File: config.mk
export PLATFORM = sky130hd
export DESIGN_NAME = bbox_serial_acc
export DESIGN_NICKNAME = d
export VERILOG_FILES = /design/src/rtl/bbox_pkg.sv /design/src/rtl/bbox_piso.sv /design/src/rtl/bbox_serial_acc.sv
export SDC_FILE = /design/constraint.sdc
export NUM_CORES = 1
export LEC_CHECK = 0
export ABC_AREA = 1
export BUFFER_PORTS_ARGS = -buffer_cell sky130_fd_sc_hd__buf_2
export CAP_MARGIN = 20
export CORE_ASPECT_RATIO = 0.7
export CORE_MARGIN = 10
export CORE_UTILIZATION = 65
export CTS_BUF_LIST = sky130_fd_sc_hd__clkbuf_4 sky130_fd_sc_hd__clkbuf_8
export DETAILED_ROUTE_END_ITERATION = 8
export PLACE_DENSITY = 0.93
export SLEW_MARGIN = 20
export SYNTH_ARGS = -nofsm -noshare
export SYNTH_HDL_FRONTEND = slang
export SYNTH_SLANG_ARGS = --single-unit
File: constraint.sdc
create_clock -name CLK -period 3.6 [get_ports CLK]
set_clock_uncertainty 0.05 [all_clocks]
set_input_delay 0.36 -clock CLK [delete_from_list [all_inputs] [get_ports CLK]]
set_output_delay 0.36 -clock CLK [all_outputs]
set_load 0.005 [all_outputs]
File: src/rtl/bbox_pkg.sv
// Shared definitions for the serial bounding-box accumulator: default geometry,
// accumulator operation encoding and a constant-width helper.
package bbox_pkg;

    localparam int CW_DEFAULT = 9;
    localparam int NV_DEFAULT = 3;
    localparam int L          = 2 * NV_DEFAULT * CW_DEFAULT;

    typedef enum logic [1:0] {
        ACC_HOLD,
        ACC_LOAD,
        ACC_UPDATE
    } acc_op_e;

    // Ceiling log2, never below 1 so single-state counters still get a bit.
    function automatic int bbox_clog2(input int value);
        int r;
        r = 0;
        while ((1 << r) < value)
            r++;
        return (r < 1) ? 1 : r;
    endfunction

endpackage

File: src/rtl/bbox_piso.sv
// Parallel-in serial-out register, MSB first; a load wins over a shift.
module bbox_piso #(
    parameter int W = 9
) (
    input  logic         CLK,
    input  logic         RST,
    input  logic         load,
    input  logic         shift,
    input  logic [W-1:0] din,
    output logic         msb
);

    logic [W-1:0] q_reg;

    always_ff @(posedge CLK or posedge RST) begin
        if (RST)
            q_reg <= '0;
        else if (load)
            q_reg <= din;
        else if (shift)
            q_reg <= {q_reg[W-2:0], 1'b0};
    end

    assign msb = q_reg[W-1];

endmodule

File: src/rtl/bbox_serial_acc.sv
// Bit-serial bounding-box accumulator: running min/max over NV (x,y) vertices,
// limits shifted out MSB first while the next frame streams in.
module bbox_serial_acc
    import bbox_pkg::*;
#(
    parameter int CW = CW_DEFAULT,
    parameter int NV = NV_DEFAULT
) (
    input  logic CLK,
    input  logic RST,
    input  logic D,
    input  logic EN,
    output logic XMINI,
    output logic XMAXI,
    output logic YMINI,
    output logic YMAXI,
    output logic OVALID,
    output logic DONE,
    output logic ABORT
);

    localparam int BW = bbox_clog2(CW);
    localparam int KW = bbox_clog2(2 * NV);
    localparam int OW = bbox_clog2(CW + 1);

    localparam logic [BW-1:0] B_LAST = BW'(CW - 1);
    localparam logic [KW-1:0] K_LAST = KW'(2 * NV - 1);
    localparam logic [KW-1:0] K_Y0   = KW'(NV);

    logic [BW-1:0] b_reg;
    logic [KW-1:0] k_reg;
    logic [CW-2:0] sh_reg;
    logic [CW-1:0] xmin_reg, xmax_reg, ymin_reg, ymax_reg;
    logic [OW-1:0] ocnt_reg;
    logic          done_reg, abort_reg;

    logic [CW-1:0] v, cur_min, cur_max, new_min, new_max;
    logic          coord_end, frame_end, is_y, first, abort_cond;
    acc_op_e       acc_op;

    always_comb begin
        v          = {sh_reg, D};
        coord_end  = EN && (b_reg == B_LAST);
        frame_end  = coord_end && (k_reg == K_LAST);
        is_y       = (k_reg >= K_Y0);
        first      = (k_reg == '0) || (k_reg == K_Y0);
        abort_cond = !EN && ((k_reg != '0) || (b_reg != '0));

        acc_op = ACC_HOLD;
        if (coord_end)
            acc_op = first ? ACC_LOAD : ACC_UPDATE;

        cur_min = is_y ? ymin_reg : xmin_reg;
        cur_max = is_y ? ymax_reg : xmax_reg;
        new_min = cur_min;
        new_max = cur_max;
        if (acc_op == ACC_LOAD) begin
            new_min = v;
            new_max = v;
        end else if (acc_op == ACC_UPDATE) begin
            if (v < cur_min) new_min = v;
            if (v > cur_max) new_max = v;
        end
    end

    always_ff @(posedge CLK or posedge RST) begin
        if (RST) begin
            b_reg     <= '0;
            k_reg     <= '0;
            sh_reg    <= '0;
            xmin_reg  <= '0;
            xmax_reg  <= '0;
            ymin_reg  <= '0;
            ymax_reg  <= '0;
            ocnt_reg  <= '0;
            done_reg  <= 1'b0;
            abort_reg <= 1'b0;
        end else begin
            done_reg  <= frame_end;
            abort_reg <= abort_cond;

            if (EN) begin
                sh_reg <= v[CW-2:0];
                if (b_reg == B_LAST) begin
                    b_reg <= '0;
                    k_reg <= (k_reg == K_LAST) ? '0 : k_reg + KW'(1);
                end else begin
                    b_reg <= b_reg + BW'(1);
                end
                if (coord_end) begin
                    if (is_y) begin
                        ymin_reg <= new_min;
                        ymax_reg <= new_max;
                    end else begin
                        xmin_reg <= new_min;
                        xmax_reg <= new_max;
                    end
                end
            end else begin
                // Any EN-low cycle discards partial-frame state; idle at (0,0) is a no-op.
                b_reg    <= '0;
                k_reg    <= '0;
                sh_reg   <= '0;
                xmin_reg <= '0;
                xmax_reg <= '0;
                ymin_reg <= '0;
                ymax_reg <= '0;
            end

            if (frame_end)
                ocnt_reg <= OW'(CW);
            else if (ocnt_reg != '0)
                ocnt_reg <= ocnt_reg - OW'(1);
        end
    end

    // Y limits come straight from the comparator so the final vertex needs no extra cycle.
    logic [CW-1:0] load_val [4];
    logic [3:0]    msb;

    assign load_val[0] = xmin_reg;
    assign load_val[1] = xmax_reg;
    assign load_val[2] = new_min;
    assign load_val[3] = new_max;

    generate
        for (genvar gi = 0; gi < 4; gi++) begin : g_piso
            bbox_piso #(.W(CW)) u_piso (
                .CLK   (CLK),
                .RST   (RST),
                .load  (frame_end),
                .shift (1'b1),
                .din   (load_val[gi]),
                .msb   (msb[gi])
            );
        end
    endgenerate

    assign OVALID = (ocnt_reg != '0);
    assign XMINI  = msb[0] & OVALID;
    assign XMAXI  = msb[1] & OVALID;
    assign YMINI  = msb[2] & OVALID;
    assign YMAXI  = msb[3] & OVALID;
    assign DONE   = done_reg;
    assign ABORT  = abort_reg;

endmodule

== Yosys cells after proc, flatten, opt, wreduce, memory -nomap -nowiden ==
Cells that the tools add are included.
W data, S select, Z words.
Cells by class
  reduce and logical (&&, ||, !) cells: 13
  $add $sub $neg: 3
  bitwise gates (word level): 4
  mux-type cells: 34
  $lt $le $gt $ge: 3
  shift operators: 0
  div/mod/pow operators: 0
  multiply operators: 0
  equality and inequality tests: 9
Operators by type and width (number)
  $mux W9: 24
  $mux W4: 4
  $gt A9 B9 Y1: 1
  $lt A9 B9 Y1: 1
  $mux W3: 3
  $mux W8: 1
  $reduce_bool A4 Y1: 2
  $ne A2 B1 Y1 const B: 3
  $add A4 B1 Y4 const B: 1
  $and A1 B1 Y1: 4
  $eq A4 B4 Y1 const B: 1
  $mux W2: 2
  $reduce_and A2 Y1: 2
  $sub A4 B1 Y4 const B: 1
  $add A3 B1 Y3 const B: 1
  $eq A3 B2 Y1 const B: 1
  $eq A3 B3 Y1 const B: 1
  $ge A3 B2 Y1 const B: 1
  $logic_and A1 B1 Y1: 3
  $logic_not A3 Y1: 1
  $reduce_bool A3 Y1: 1
  $eq A2 B1 Y1 const B: 1
  $eq A2 B2 Y1 const B: 1
  $logic_or A1 B1 Y1: 2
  other kinds (3): 3
Word-level totals
  output and inout bits: 7
  memories kept: 0
  ROM bits: 0
  bits in registers: 93
  RAM bits: 0
  latch bits: 0

== Depth between registers and ports, before layout ==
  depth after elaboration: 10
  depth in mapped cells: 20
  depth with buffers taken out: 19

== Modules after synthesis ==
From an unflattened synthesis, not the netlist that was laid out.
Unflattened totals
  cells, all modules: 628
  area, all modules: 5285.1 sq um
By module, submodules not included
  bbox_serial_acc: cells each 432, sequential area each 1426.4 sq um, times used 1, area each 3628.5 sq um
  bbox_piso: cells each 49, sequential area each 225.2 sq um, times used 4, area each 414.1 sq um

== Worst setup path after synthesis ==
OpenSTA, ideal clock, no wires.
  kind: register -> register
  start: reg k_reg[0]
  end: reg ymax_reg[0]
  clock period less this slack: 2.625 ns
  path slack: 0.975 ns
  buffers on the path: 1
  stages on the path, launching flop included: 19
  arrival time: 2.457 ns
  required time: 3.431 ns
  library setup time: 0.119 ns
  path through: dfrtp_1 nand2_1 inv_1 ha_1 nor2_2 nand2_4 buf_2 nor2_1 a21oi_1 ha_1 nand2_1 nor2_1 nand3b_1 nand3_1 nand2_2 nand2_2 nand2_1 nand4_1 nand2_1
Between the ends
  longest elaborated chain between the ends: 10
  elaborated cells on any way between the ends: 18
RTL lines
  from (decl): RTL line bbox_serial_acc.sv:31  | logic [KW-1:0] k_reg;
  from (signal assigned): RTL line bbox_serial_acc.sv:86  | k_reg <= (k_reg == K_LAST) ? '0 : k_reg + KW'(1);
  parallel branches: the longest is 10 deep, another holds $gt A9 B9 Y1
  to (signal assigned): RTL line bbox_serial_acc.sv:93  | ymax_reg <= new_max;
  to (decl): RTL line bbox_serial_acc.sv:33  | logic [CW-1:0] xmin_reg, xmax_reg, ymin_reg, ymax_reg;
Several ways; the timed one is not identified. The select of a mux whose other input is x is not followed.
A chain may end at the register's enable or synchronous reset.

== Worst setup path in the final report ==
  start: reg k_reg[1]
  end: reg ymax_reg[6]
The elaborated chain is that of the path after synthesis.

==> impl_metrics.toml <==
[outcome]
status = "completed"

[global_route]
grt_pass1_wl_mm = 18.4
grt_max_degree = 83
grt_usage = 0.202
antenna_found_initial = 0
gr-total-overflow = 0
grt_pass1_vias = 3955

[synth]
syn_area_per_cell_um2 = 8.17
yosysSeqAreaShare = 0.497
yosysWarnings = 0
synth_area_um2 = 4690
synthTopCellsByArea = "dfrtp_1, nand2_1, ha_1, inv_1, nand4_1"
yosys.cell_types.count = 35
synth_cells = 574
synth_seq_cells = 93
synth.top_cell.area_share = 0.497
yosys.area.top_type = "dfrtp_1"
synthesis.nets = 599

[pwr]
clockPowerShare = 0.416
power.share.switching = 0.219
pwr-share-seq = 0.534
power_density_nw_per_um2 = 393
leakage_uw = 0.00275
switchingPower_uw = 433
internal_power_uw = 1550
irDropWorstVdd_mv = 0.273
p_comb_frac = 0.050

[cts]
ctsHoldBuffers = 0
root_buffer = "clkbuf_8"
worstSkewPairLatency_ns = 0.36
postCtsResizedCells = 0
cts_made_buffers = 9
htree_levels = 3
path_clk_slew_ns = 0.09
tritoncts = "yes"
clock_sinks = 93
cts.path.max_buffers = 2
post-cts-setup-buffer-count = 0

[critical_path]
r2r_slack_ns = 0.31
crit_path_start_kind = "flop"
cpMaxStageDelayCell = "dfrtp_1"
worstPathCellList = "nand2_2 -> inv_1 -> ha_1 -> nor2_2 -> nand2_8 -> nor2_1 -> a21oi_1 -> ha_1 -> nand2_1 -> nor2_1 -> nand3b_1 -> nand3_1 -> nand2_2 -> nand2_2 -> nand2_1 -> nand4_1 -> nand2_1"
reg2reg_depth = 17
cpPeakStageDelay_ns = 0.44
arrival_ns = 3.49
r2r-end = "ymax_reg[6]"
cp-end-kind = "flop"
crit_type = "reg -> reg"
cp.required_ns = 3.80
cp_max_fo = 37
reg2reg_from = "k_reg[1]"

[layout]
synthToLayoutAreaGrowth_pct = 7.42
layout-drive-gt1-share = 0.0995
fin_nets = 604
largest_register_ffs = 36
nFillCells = 505
antenna_cells = 0
design_area_um2 = 5030

[detailed_routing]
drtPass1Iterations = 5
antenna_left = 0
drcViolationCount = 0
via_per_inst = 5.83
initialDrtViolationCount = 429
avgRoutedWirePerCell_um = 16.0
wl_mm = 10.9
via_count = 3944

[timing]
slew_violations = 0
fin_crit_ns = 3.29
tns_ns = 0
max_slew.worst_pin.slew_ns = 0.729
fin_crit_sh = 0.915
rsz0062_at_grt = "false"
relSlewSlack = 0.514
setup-violations-final = 0
max_freq_mhz = 304
finalHoldViolations = 0

[placed_design]
port_buffers = 10
dpl.hpwl_mm = 7.22
dpl-instance-area_um2 = 4780
gp_congestion = 0.902

[die]
rows = 25
ios = 11
die_w_um = 121
die_h_um = 91.0
die_area_um2 = 11100
core_area_um2 = 6880
start_util = 0.681

[hold_path]
hp-class = "in -> async"

[job]
maxCapViolCount = 0
[power groups by stage]
stage / clock, uW / combinational (uW) / sequential, uW
final: 823 / 99.5 / 1060
after global routing: 878 / 112 / 1060
after CTS: 828 / 98.3 / 1060
after detailed placement: 0 / 97.9 / 1080
after global placement: 0 / 93.3 / 1080
after floorplan: 0 / 70.0 / 1080
[layout make-up]
class	count	area (um^2)	share of cell area
Sequential cell	93	2330	0.462
Multi-Input combinational cell	389	1990	0.396
Tap cell	94	118	0.0234
Clock inverter	4	97.6	0.0194
Inverter	71	274	0.0544
Clock buffer	11	139	0.0276
Timing Repair Buffer	15	87.6	0.0174
[synth_stat cells, drive strengths merged]
cell,instances
nand2,195
xor2,1
nor3,1
nand3,45
nand3b,1
buf,19
o21ai,21
o211ai,1
or2,1
nand4,38
nor3b,1
clkbuf,2
o32ai,1
a41oi,1
a21oi,21
ha,21
xnor2,1
a211oi,1
inv,71
o41ai,1
nor2,37
dfrtp,93
[through the flow]
stage / setup WS [ns] / hold slack [ns] / utilization / instances / total power, uW
finish: 0.307 / 0.0796 / 0.732 / 677 / 1980
global placement: 0.628 / 0.380 / 0.695 / 662 / 1170
CTS: 0.347 / 0.184 / 0.730 / 677 / 1980
floorplan: 0.770 / 0.375 / - / 574 / 1150
global route: 0.0556 / 0.140 / 0.732 / 677 / 2050
detailed placement: 0.375 / 0.385 / 0.695 / 662 / 1180
[placed cells by master (no fill, tap or decap), types with 2 or more instances in the layout]
master	Yosys	routed
nand2_1	179	178
dfrtp_1	93	93
inv_1	67	66
nand3_1	44	44
nand4_1	37	37
nor2_1	35	35
a21oi_1	21	21
ha_1	21	21
o21ai_0	19	19
nand2_2	12	13
buf_2	10	10
clkbuf_8	0	9
buf_4	3	5
inv_2	3	3
bufinv_16	0	3
nand2_4	3	2
nor2_2	2	2
nand2_8	1	2
clkbuf_4	0	2
[critical path: cells and delay by family (launching register included)]
kind,cells,cell delay [ns]
flops,1,0.44
compound gates,1,0.07
buf+inv,1,0.08
fa+ha+maj,2,0.51
simple gates,13,2.00
[layer usage]
| metal | track usage | vias to the layer above | routed length, um |
|---|---|---|---|
| met2 | 0.323 | 198 | 5150 |
| met5 | 0 | - | 0 |
| met3 | 0.0557 | 15 | 1030 |
| met4 | 0.0673 | 0 | 108 |
| met1 | 0.257 | 1878 | 4570 |
| li1 | - | 1853 | - |
[how the worst max path moves through the flow]
stage,start,endpoint,slack [ns],cells after the start
after floorplan,RST,ABORT,0.77,1
after global placement,k_reg[0],ymax_reg[7],0.63,17
after detailed placement,k_reg[0],ymax_reg[6],0.38,17
after CTS,k_reg[1],ymax_reg[6],0.35,17
after global routing,k_reg[1],ymax_reg[4],0.06,17
final,k_reg[1],ymax_reg[6],0.31,17
[cell families after synthesis]
kind of cell / Yosys count / share of synthesized area
adders and majority gates: 21 / 0.0561
DFF: 93 / 0.497
AOI/OAI and AO/OA: 47 / 0.0545
buffers and inverters: 92 / 0.0809
and+or+nand+nor: 319 / 0.308
xor gates and xnor gates: 2 / 0.00374
No activity file was read; power rests on OpenSTA's default activity.
